===== src/rtl/reg_file_if.sv =====
`default_nettype none
// ============================================================================
// Module      : reg_file_if
// Description : Bundle of the read, writeback, issue and flush signals that
//               connect stage_ID / stage_WB (master side) to reg_file (slave).
//   master drives : rs1_addr, rs2_addr, wb_rd_addr, wb_reg_write_en, wb_data,
//                   issue_en, issue_rd, flush
//   master sees   : rs1_data, rs2_data, rs1_busy, rs2_busy, sb_error
// Revision    : 1.0 - initial release
// ============================================================================
interface reg_file_if #(
    parameter int REG_WIDTH  = 32,
    parameter int ADDR_WIDTH = 5
);
    // Read / hazard ports (decode side)
    logic [ADDR_WIDTH-1:0] rs1_addr;
    logic [ADDR_WIDTH-1:0] rs2_addr;
    logic [REG_WIDTH-1:0]  rs1_data;
    logic [REG_WIDTH-1:0]  rs2_data;
    logic                  rs1_busy;
    logic                  rs2_busy;

    // Writeback port
    logic [ADDR_WIDTH-1:0] wb_rd_addr;
    logic                  wb_reg_write_en;
    logic [REG_WIDTH-1:0]  wb_data;

    // Issue tracking and pipeline control
    logic                  issue_en;
    logic [ADDR_WIDTH-1:0] issue_rd;
    logic                  flush;
    logic                  sb_error;

    modport master (
        output rs1_addr, rs2_addr, wb_rd_addr, wb_reg_write_en, wb_data,
               issue_en, issue_rd, flush,
        input  rs1_data, rs2_data, rs1_busy, rs2_busy, sb_error
    );

    modport slave (
        input  rs1_addr, rs2_addr, wb_rd_addr, wb_reg_write_en, wb_data,
               issue_en, issue_rd, flush,
        output rs1_data, rs2_data, rs1_busy, rs2_busy, sb_error
    );
endinterface
`default_nettype wire


===== src/rtl/reg_file.sv =====
`default_nettype none
// ============================================================================
// Module      : reg_file
// Description : Integer register file for the 5-stage pipeline with two
//               combinational read ports (write-through bypass from the
//               writeback port) and a per-register 2-bit pending-write
//               scoreboard used by decode for RAW hazard detection.
//   clk     : clock, all state updates on the rising edge
//   reset_n : synchronous active-low reset (clears data, counts, error)
//   bus     : reg_file_if.slave - read ports, busy flags, writeback port,
//             issue port, flush, sticky sb_error
//   Interface parameters must match REG_WIDTH / ADDR_WIDTH of this module,
//   and NUM_REGS must equal 2**ADDR_WIDTH.
// Revision    : 1.0 - initial release
// ============================================================================
module reg_file #(
    parameter int REG_WIDTH  = 32,
    parameter int NUM_REGS   = 32,
    parameter int ADDR_WIDTH = 5
) (
    input  wire logic   clk,
    input  wire logic   reset_n,
    reg_file_if.slave   bus
);

    localparam logic [1:0] C_CNT_MAX = 2'd3;

    // Flattened views of per-register state; entry 0 is hardwired to zero.
    logic [NUM_REGS-1:0][REG_WIDTH-1:0] w_regs;
    logic [NUM_REGS-1:0][1:0]           w_cnt;

    // Writes and issues aimed at x0 are ignored entirely.
    logic w_wb_valid;
    logic w_issue_valid;
    logic w_same_reg;
    logic w_overflow;
    logic w_underflow;
    logic r_sb_error;

    assign w_wb_valid    = bus.wb_reg_write_en && (bus.wb_rd_addr != '0);
    assign w_issue_valid = bus.issue_en && (bus.issue_rd != '0);
    // Issue and writeback to the same register cancel: no count change, no error.
    assign w_same_reg    = w_wb_valid && w_issue_valid && (bus.wb_rd_addr == bus.issue_rd);

    assign w_overflow  = w_issue_valid && !w_same_reg && (w_cnt[bus.issue_rd] == C_CNT_MAX);
    assign w_underflow = w_wb_valid && !w_same_reg && (w_cnt[bus.wb_rd_addr] == 2'd0);

    // ------------------------------------------------------------------------
    // Per-register storage and pending-write counter
    // ------------------------------------------------------------------------
    for (genvar i = 0; i < NUM_REGS; i++) begin : g_reg
        if (i == 0) begin : g_zero
            assign w_regs[i] = '0;
            assign w_cnt[i]  = 2'd0;
        end else begin : g_live
            logic [REG_WIDTH-1:0] r_data;
            logic [1:0]           r_cnt;
            logic                 w_wr;
            logic                 w_inc;

            assign w_wr  = w_wb_valid && (bus.wb_rd_addr == ADDR_WIDTH'(i));
            assign w_inc = w_issue_valid && (bus.issue_rd == ADDR_WIDTH'(i));

            always_ff @(posedge clk) begin
                if (!reset_n) begin
                    r_data <= '0;
                    r_cnt  <= 2'd0;
                end else begin
                    // Data write still lands during a flush.
                    if (w_wr) begin
                        r_data <= bus.wb_data;
                    end
                    // Counter saturates at both ends instead of wrapping.
                    if (bus.flush) begin
                        r_cnt <= 2'd0;
                    end else if (w_inc && !w_wr && (r_cnt != C_CNT_MAX)) begin
                        r_cnt <= r_cnt + 2'd1;
                    end else if (w_wr && !w_inc && (r_cnt != 2'd0)) begin
                        r_cnt <= r_cnt - 2'd1;
                    end
                end
            end

            assign w_regs[i] = r_data;
            assign w_cnt[i]  = r_cnt;
        end
    end

    // ------------------------------------------------------------------------
    // Sticky scoreboard error; a flushing cycle never raises it.
    // ------------------------------------------------------------------------
    always_ff @(posedge clk) begin
        if (!reset_n) begin
            r_sb_error <= 1'b0;
        end else if (!bus.flush && (w_overflow || w_underflow)) begin
            r_sb_error <= 1'b1;
        end
    end

    assign bus.sb_error = r_sb_error;

    // ------------------------------------------------------------------------
    // Read ports with write-through bypass
    // ------------------------------------------------------------------------
    logic w_byp1;
    logic w_byp2;
    logic w_dec1;
    logic w_dec2;

    assign w_byp1 = bus.wb_reg_write_en && (bus.wb_rd_addr == bus.rs1_addr);
    assign w_byp2 = bus.wb_reg_write_en && (bus.wb_rd_addr == bus.rs2_addr);

    assign bus.rs1_data = (bus.rs1_addr == '0) ? '0 :
                          w_byp1               ? bus.wb_data : w_regs[bus.rs1_addr];
    assign bus.rs2_data = (bus.rs2_addr == '0) ? '0 :
                          w_byp2               ? bus.wb_data : w_regs[bus.rs2_addr];

    // A writeback completing this cycle already retires one pending write,
    // matching the bypassed data the reader sees.
    assign w_dec1 = w_wb_valid && (bus.wb_rd_addr == bus.rs1_addr);
    assign w_dec2 = w_wb_valid && (bus.wb_rd_addr == bus.rs2_addr);

    assign bus.rs1_busy = (bus.rs1_addr != '0) && (w_cnt[bus.rs1_addr] > {1'b0, w_dec1});
    assign bus.rs2_busy = (bus.rs2_addr != '0) && (w_cnt[bus.rs2_addr] > {1'b0, w_dec2});

endmodule
`default_nettype wire


===== src/flat_wrapper.sv =====
// flat-port wrapper written by rule: the top's interface ports become plain ports
module reg_file_flat 
#(
    parameter int REG_WIDTH  = 32,
    parameter int NUM_REGS   = 32,
    parameter int ADDR_WIDTH = 5
)
  (clk, reset_n, bus_rs1_addr, bus_rs2_addr, bus_wb_rd_addr, bus_wb_reg_write_en, bus_wb_data, bus_issue_en, bus_issue_rd, bus_flush, bus_rs1_data, bus_rs2_data, bus_rs1_busy, bus_rs2_busy, bus_sb_error);
  reg_file_if #(.REG_WIDTH(REG_WIDTH), .ADDR_WIDTH(ADDR_WIDTH)) bus_i ();
  input  wire logic clk;
  input  wire logic reset_n;
  input wire logic [$bits(bus_i.rs1_addr)-1:0] bus_rs1_addr;
  input wire logic [$bits(bus_i.rs2_addr)-1:0] bus_rs2_addr;
  input wire logic [$bits(bus_i.wb_rd_addr)-1:0] bus_wb_rd_addr;
  input wire logic [$bits(bus_i.wb_reg_write_en)-1:0] bus_wb_reg_write_en;
  input wire logic [$bits(bus_i.wb_data)-1:0] bus_wb_data;
  input wire logic [$bits(bus_i.issue_en)-1:0] bus_issue_en;
  input wire logic [$bits(bus_i.issue_rd)-1:0] bus_issue_rd;
  input wire logic [$bits(bus_i.flush)-1:0] bus_flush;
  output wire logic [$bits(bus_i.rs1_data)-1:0] bus_rs1_data;
  output wire logic [$bits(bus_i.rs2_data)-1:0] bus_rs2_data;
  output wire logic [$bits(bus_i.rs1_busy)-1:0] bus_rs1_busy;
  output wire logic [$bits(bus_i.rs2_busy)-1:0] bus_rs2_busy;
  output wire logic [$bits(bus_i.sb_error)-1:0] bus_sb_error;
  assign bus_i.rs1_addr = bus_rs1_addr;
  assign bus_i.rs2_addr = bus_rs2_addr;
  assign bus_i.wb_rd_addr = bus_wb_rd_addr;
  assign bus_i.wb_reg_write_en = bus_wb_reg_write_en;
  assign bus_i.wb_data = bus_wb_data;
  assign bus_i.issue_en = bus_issue_en;
  assign bus_i.issue_rd = bus_issue_rd;
  assign bus_i.flush = bus_flush;
  assign bus_rs1_data = bus_i.rs1_data;
  assign bus_rs2_data = bus_i.rs2_data;
  assign bus_rs1_busy = bus_i.rs1_busy;
  assign bus_rs2_busy = bus_i.rs2_busy;
  assign bus_sb_error = bus_i.sb_error;
  reg_file #(.REG_WIDTH(REG_WIDTH), .NUM_REGS(NUM_REGS), .ADDR_WIDTH(ADDR_WIDTH)) u_core (.clk(clk), .reset_n(reset_n), .bus(bus_i));
endmodule

===== config.mk =====
export PLATFORM = sky130hd
export DESIGN_NAME = reg_file_flat
export DESIGN_NICKNAME = d
export VERILOG_FILES = /design/src/rtl/reg_file_if.sv /design/src/rtl/reg_file.sv /design/src/flat_wrapper.sv
export SDC_FILE = /design/constraint.sdc
export NUM_CORES = 2
export LEC_CHECK = 0
export ABC_AREA = 0
export BUFFER_PORTS_ARGS = -buffer_cell sky130_fd_sc_hd__buf_2
export CAP_MARGIN = 5
export CORE_MARGIN = 3
export CORE_UTILIZATION = 33
export CTS_CLUSTER_DIAMETER = 100
export DETAILED_ROUTE_END_ITERATION = 16
export GPL_ROUTABILITY_DRIVEN = 0
export SYNTH_ARGS = -nofsm -noshare
export SYNTH_HDL_FRONTEND = slang
export SYNTH_SLANG_ARGS = --single-unit
export TNS_END_PERCENT = 10

===== constraint.sdc =====
create_clock -name clk -period 7.1 [get_ports clk]
set_clock_uncertainty 0.1 [all_clocks]
set_input_delay 0.71 -clock clk [delete_from_list [all_inputs] [get_ports clk]]
set_output_delay 0.71 -clock clk [all_outputs]
set_load 0.005 [all_outputs]

* After elaboration in Yosys (flattened, before gate mapping)
Cells that the tools add are included.
** Word-level totals
- Output and inout bits :: 67
- Register bits after elaboration :: 1055
- Word-level logic and storage cells :: 643
** Cells by class
- Bitwise gates (word level) :: 1
- Reductions and logical operators :: 336
- Add/sub/neg operators :: 62
- Equal/unequal tests :: 97
- Mux-type cells :: 78
- Magnitude comparators :: 6
** Operators by type and width (number)
- $bmux W32 S5 :: 2
- $logic_and A1 B1 Y1 :: 201
- $mux W32 :: 6
- $eq A5 B5 Y1 const B :: 32
- $mux W2 :: 66
- $reduce_bool A2 Y1 :: 62
- $eq A5 B4 Y1 const B :: 16
- $logic_not A1 Y1 :: 64
- $add A2 B1 Y2 const B :: 31
- $ne A2 B2 Y1 const B :: 31
- $sub A2 B1 Y2 const B :: 31
- $bmux W2 S5 :: 4
- $eq A5 B3 Y1 const B :: 8
- $lt A5 B6 Y1 const B :: 4
- $eq A5 B2 Y1 const B :: 4
- $reduce_bool A5 Y1 :: 4
- $eq A5 B5 Y1 :: 3
- $eq A5 B1 Y1 const B :: 2
- $logic_not A5 Y1 :: 2
- $gt A2 B1 Y1 :: 2
- $eq A2 B2 Y1 const B :: 1
- $logic_not A2 Y1 :: 1
- $reduce_or A2 Y1 :: 1
- $logic_or A1 B1 Y1 :: 1
- $not A1 Y1 :: 1

* Depth between registers and ports, before layout
- Depth in word-level cells :: 9
- Gate-level depth with buffers :: 12
- Depth with buffers taken out :: 7

* Worst setup path before layout
Ideal clock, no wire load.
- Path kind :: input to output
- Start :: input bus_rs1_addr[0]
- End :: output bus_rs1_busy
- Cell stages on the path :: 10
- Arrival time :: 3.087 ns
- Slack :: 3.203 ns
- Cells stage by stage :: buf_2 buf_6 buf_6 buf_4 mux4_2 mux4_2 mux2i_1 ha_1 or2_2 a21oi_1
** Between the ends
- Word-level cells in the longest chain between the ends :: 4
- Elaborated cells between the ends (all ways) :: 7
- Those cells by class :: order compare: 1; eq/ne: 1; mux: 2; reduce/logical: 3
** Ends and longest elaborated chain
- from (decl) :: RTL line flat_wrapper.sv:12 : input wire logic [$bits(bus_i.rs1_addr)-1:0] bus_rs1_addr;
- $bmux W2 S5 / $eq A5 B5 Y1 (equally long branches) :: RTL line reg_file.sv:123, reg_file.sv:120
- $mux W2 (implied by the code) / $logic_and A1 B1 Y1 (equally long branches) :: RTL line reg_file.sv:123, reg_file.sv:120
- $gt A2 B1 Y1 :: RTL line reg_file.sv:123 : assign bus.rs1_busy = (bus.rs1_addr != '0) && (w_cnt[bus.rs1_addr] > {1'b0, w_dec1});
- $logic_and A1 B1 Y1 * :: RTL line reg_file.sv:123
- to (decl) :: RTL line flat_wrapper.sv:22 : output wire logic [$bits(bus_i.rs1_busy)-1:0] bus_rs1_busy;
Mark *: on every way between the ends. The rest lies on a longest branch, timed or not. The select of a mux whose other input is x is not followed.

* Worst setup path in the final report
- Start :: input bus_rs2_addr[1]
- End :: output bus_rs2_data[15]
** Between the ends
- Word-level cells in the longest chain between the ends :: 4
- Elaborated cells between the ends (all ways) :: 7
- Those cells by class :: eq/ne: 1; mux: 4; reduce/logical: 2
** Ends and longest elaborated chain
- from (decl) :: RTL line flat_wrapper.sv:13 : input wire logic [$bits(bus_i.rs2_addr)-1:0] bus_rs2_addr;
- $bmux W32 S5 / $eq A5 B5 Y1 (equally long branches) :: RTL line reg_file.sv:116, reg_file.sv:111
- $mux W32 (implied by the code) / $logic_and A1 B1 Y1 (equally long branches) :: RTL line reg_file.sv:116, reg_file.sv:111
- $mux W32 :: RTL line reg_file.sv:116 : w_byp2 ? bus.wb_data : w_regs[bus.rs2_addr];
- $mux W32 * :: RTL line reg_file.sv:115 : assign bus.rs2_data = (bus.rs2_addr == '0) ? '0 :
- to (decl) :: RTL line flat_wrapper.sv:21 : output wire logic [$bits(bus_i.rs2_data)-1:0] bus_rs2_data;
Marked as above.

==> results.json <==
{
  "status": "finished, violations left",
  "violations": "capacitance limit, slew limit",
  "slowest_stage": "a2111oi_0",
  "first_global_vias": 49900,
  "design.core.area_um2": 177000,
  "maxCapViolCount": 1,
  "routed_wirelength_um": 232000,
  "grt_overflow": 0,
  "p_sw_mw": 3.50,
  "cts_hold_buf": 0,
  "p_leak_nw": 20.5,
  "cp_top_family": "compound AO/OA/AOI/OAI gates",
  "synth-edff-count": 0,
  "yosysSeqAreaShare_pct": 35.7,
  "netlist_instances": 6621,
  "via_per_inst": 5.94,
  "hold_ws_ns": 0.373,
  "swShare_pct": 26.3,
  "synth.distinct_cells": 69,
  "setup_slack_ns": 1.68,
  "hold_viol_final": 0,
  "period_share_pct": 76.4,
  "drc_errors": 0,
  "grt_max_degree": 254,
  "grt.total_usage_pct": 24.3,
  "port-buffer-count": 123,
  "die_h_um": 430,
  "drtPass1Iterations": 6,
  "setup_violations": 0,
  "cts_resized": 0,
  "vias": 51700,
  "postSynth.asyncResetShare_pct": 0,
  "clkPwrFrac_pct": 45.2,
  "layout-drive-gt1-share_pct": 17.1,
  "grt_antenna_before_repair": 11,
  "clk_pin_slew_ns": 0.06,
  "dieWidth_um": 430,
  "slew_viol_final": 2,
  "place_ws_ns": 1.88,
  "drtAntennaViolNets": 0,
  "critPathKind": "input pin to output pin",
  "fin_tns_setup_ns": 0,
  "cts_tree": "done",
  "powerDensity_nw_per_um2": 205,
  "dpl.hpwl_um": 130000,
  "vdd_drop_max_mv": 0.203,
  "htree_levels": 3,
  "start_util_pct": 33.4,
  "grt_setup_unrepaired": "false",
  "min_period_ns": 5.42,
  "path_max_fanout": 65,
  "avgRoutedWirePerCell_um": 26.7,
  "rows": 154,
  "worst_ep_arrival_time_ns": 4.61,
  "utilization_pct": 36.7,
  "p_comb_share_pct": 9.7,
  "post_cts_buffers": 0,
  "worst_path_largest_cell_delay_ns": 1.32,
  "areaGrowthSynthToFinish_pct": 9.80,
  "clkLatencyLatePin_ns": 0.71,
  "synthFlopType": "dfxtp_1",
  "dieArea_um2": 184000,
  "syn_nets": 6680,
  "slew_headroom_pct": -3.04,
  "cts_made_buffers": 110,
  "grt_pass1_wl_um": 339000,
  "crit_buf_inv": 3,
  "synth-seq-cells": 1055,
  "pwr-share-seq_pct": 45.1,
  "worstMarginPinSlew_ns": 1.51,
  "pin_count": 124,
  "fill_cells": 17700,
  "yosys_warnings": 0,
  "initialDrtViolationCount": 6594,
  "nets": 6340,
  "max_freq_mhz": 184,
  "hold_path_class": "flop to flop",
  "syn_area_um2": 59200,
  "cts_sinks": 1055,
  "cp-end-kind": "output pin",
  "cp.required_ns": 6.29,
  "syn_avg_cell_area_um2": 8.94,
  "crit_path_start_kind": "input pin",
  "internal-power_mw": 9.80,
  "clockRootBuffer": "clkbuf_16",
  "power.total_mw": 13.3,
  "clockBufferDepth": 3,
  "worstPathCellList": "buf_8 > buf_4 > mux4_2 > mux2i_1 > a2111oi_0 > a211oi_1 > nor3_1 > buf_2"
}
==> final timing paths <==
check,start,to,slack (ns),cells after the start
setup / recovery,bus_rs2_addr[1],bus_rs2_data[15],1.68,8
hold reg to reg,u_core.g_reg[10].g_live.r_data[25]$_SDFFE_PN0P_,u_core.g_reg[10].g_live.r_data[25]$_SDFFE_PN0P_,0.37,2
hold / removal,u_core.g_reg[10].g_live.r_data[25]$_SDFFE_PN0P_,u_core.g_reg[10].g_live.r_data[25]$_SDFFE_PN0P_,0.37,2
setup reg to reg,u_core.g_reg[4].g_live.r_cnt[1]$_SDFFE_PP0P_,u_core.bus.sb_error$_SDFFE_PN0P_,4.81,5
==> synthesized netlist by cell type, types with 7 or more instances <==
cell | instances | area [um2]
a2111oi_0 | 50 | 438
a211oi_1 | 98 | 736
a21boi_0 | 993 | 7450
a21oi_1 | 134 | 671
a221oi_1 | 63 | 552
a31oi_1 | 12 | 75.1
and2_1 | 45 | 282
buf_1 | 17 | 63.8
buf_2 | 118 | 591
buf_4 | 33 | 248
buf_6 | 8 | 90.1
clkbuf_1 | 505 | 1900
clkbuf_2 | 30 | 150
dfxtp_1 | 1055 | 21100
mux2_2 | 72 | 811
mux2i_1 | 118 | 1180
mux4_2 | 508 | 11400
nand2_1 | 2149 | 8070
nand2b_1 | 10 | 62.6
nand3_1 | 69 | 345
nor2_1 | 209 | 785
nor2b_1 | 26 | 163
nor3_1 | 82 | 410
nor3_2 | 7 | 70.1
o21a_1 | 14 | 105
o21ai_0 | 66 | 330
o41ai_1 | 16 | 140
or3_1 | 12 | 75.1
xor2_1 | 11 | 96.3
==> power by group through the flow <==
stage | Combinational, mW | Clock (mW) | Sequential, mW
2_1_floorplan | 0.806 | 0 | 6.11
3_3_place_gp | 1.25 | 0 | 6.12
3_5_place_dp | 1.25 | 0 | 6.12
4_1_cts | 1.25 | 6.09 | 5.99
5_1_grt | 1.33 | 6.30 | 5.99
6_report | 1.29 | 6.02 | 5.99
==> logic make-up after synthesis <==
kind of cell	after synthesis	share of synthesized area, %
fa+ha+maj	2	0.0423
mux	698	22.7
xor+xnor	16	0.237
simple gates	2660	18.0
buf+inv	714	5.15
flops	1055	35.7
compound gates	1476	18.2
==> metrics by stage <==
step                      instances  cell area (um2)
final                          8712            65000
after global routing           8708            65000
after CTS                      8706            65000
after detailed placement       8508            61300
after global placement         8508            61300
after floorplan                6621            59200
==> final cells by class <==
| type | instances | area [um2] | area share [%] |
|---|---|---|---|
| diodes | 5 | 12.5 | 0.0193 |
| clock buffers | 163 | 3260 | 5.01 |
| inverters | 3 | 11.3 | 0.0173 |
| well taps | 2340 | 2930 | 4.50 |
| clock inverters | 35 | 428 | 0.658 |
| repair buffers | 259 | 1850 | 2.85 |
| flip-flops and latches | 1055 | 21100 | 32.5 |
| multi-input cells | 4852 | 35400 | 54.4 |
==> layer usage <==
| metal | routed length, um | global-route usage [%] | up-vias |
|---|---|---|---|
| met3 | 22100 | 4.58 | 725 |
| li1 | - | - | 22600 |
| met2 | 107000 | 39.1 | 2880 |
| met1 | 88900 | 30.5 | 25600 |
| met5 | 11 | 0 | - |
| met4 | 14800 | 14.2 | 2 |
==> cell usage in the layout (no fill, tap or decap), types with 6 or more instances in the layout <==
cell type,Yosys,routed
buf_12,0,11
a2111oi_1,0,9
o21ai_0,66,66
a21boi_0,993,993
mux2_2,72,72
a2111oi_0,50,41
clkbuf_16,0,113
buf_4,33,127
a211oi_1,98,98
mux2i_1,118,118
xor2_1,11,11
a22o_1,6,6
a221oi_1,63,63
mux4_2,508,508
o41ai_1,16,16
clkbuf_8,0,25
nor3_4,0,7
bufinv_16,0,7
or3_1,12,12
dfxtp_1,1055,1055
and4b_1,6,6
nand2b_1,10,9
o21a_1,14,14
nor3_1,82,81
nor2_4,0,23
and2_1,45,45
nand4_1,6,6
clkbuf_1,505,26
nand2_2,0,27
buf_2,118,112
clkinv_2,0,19
nor2_1,209,186
nand2_1,2149,2120
a21oi_1,134,134
a31oi_1,12,12
nand3_1,69,67
nor2b_1,26,24
==> registers in the layout (all words and copies together), names as in the netlist <==
register,cells
u_core.g.g_live.r_data,992
u_core.g.g_live.r_cnt,62
u_core.bus.sb_error,1
==> worst reg2reg max path, stage by stage (launching register included) <==
cell and delay [ns]:
dfxtp_1 0.40, mux4_2 0.52, mux2_2 0.28, a221oi_1 0.46, a2111oi_0 0.15, a221o_1 0.29
Note: power is estimated with default switching activity, not from simulation.
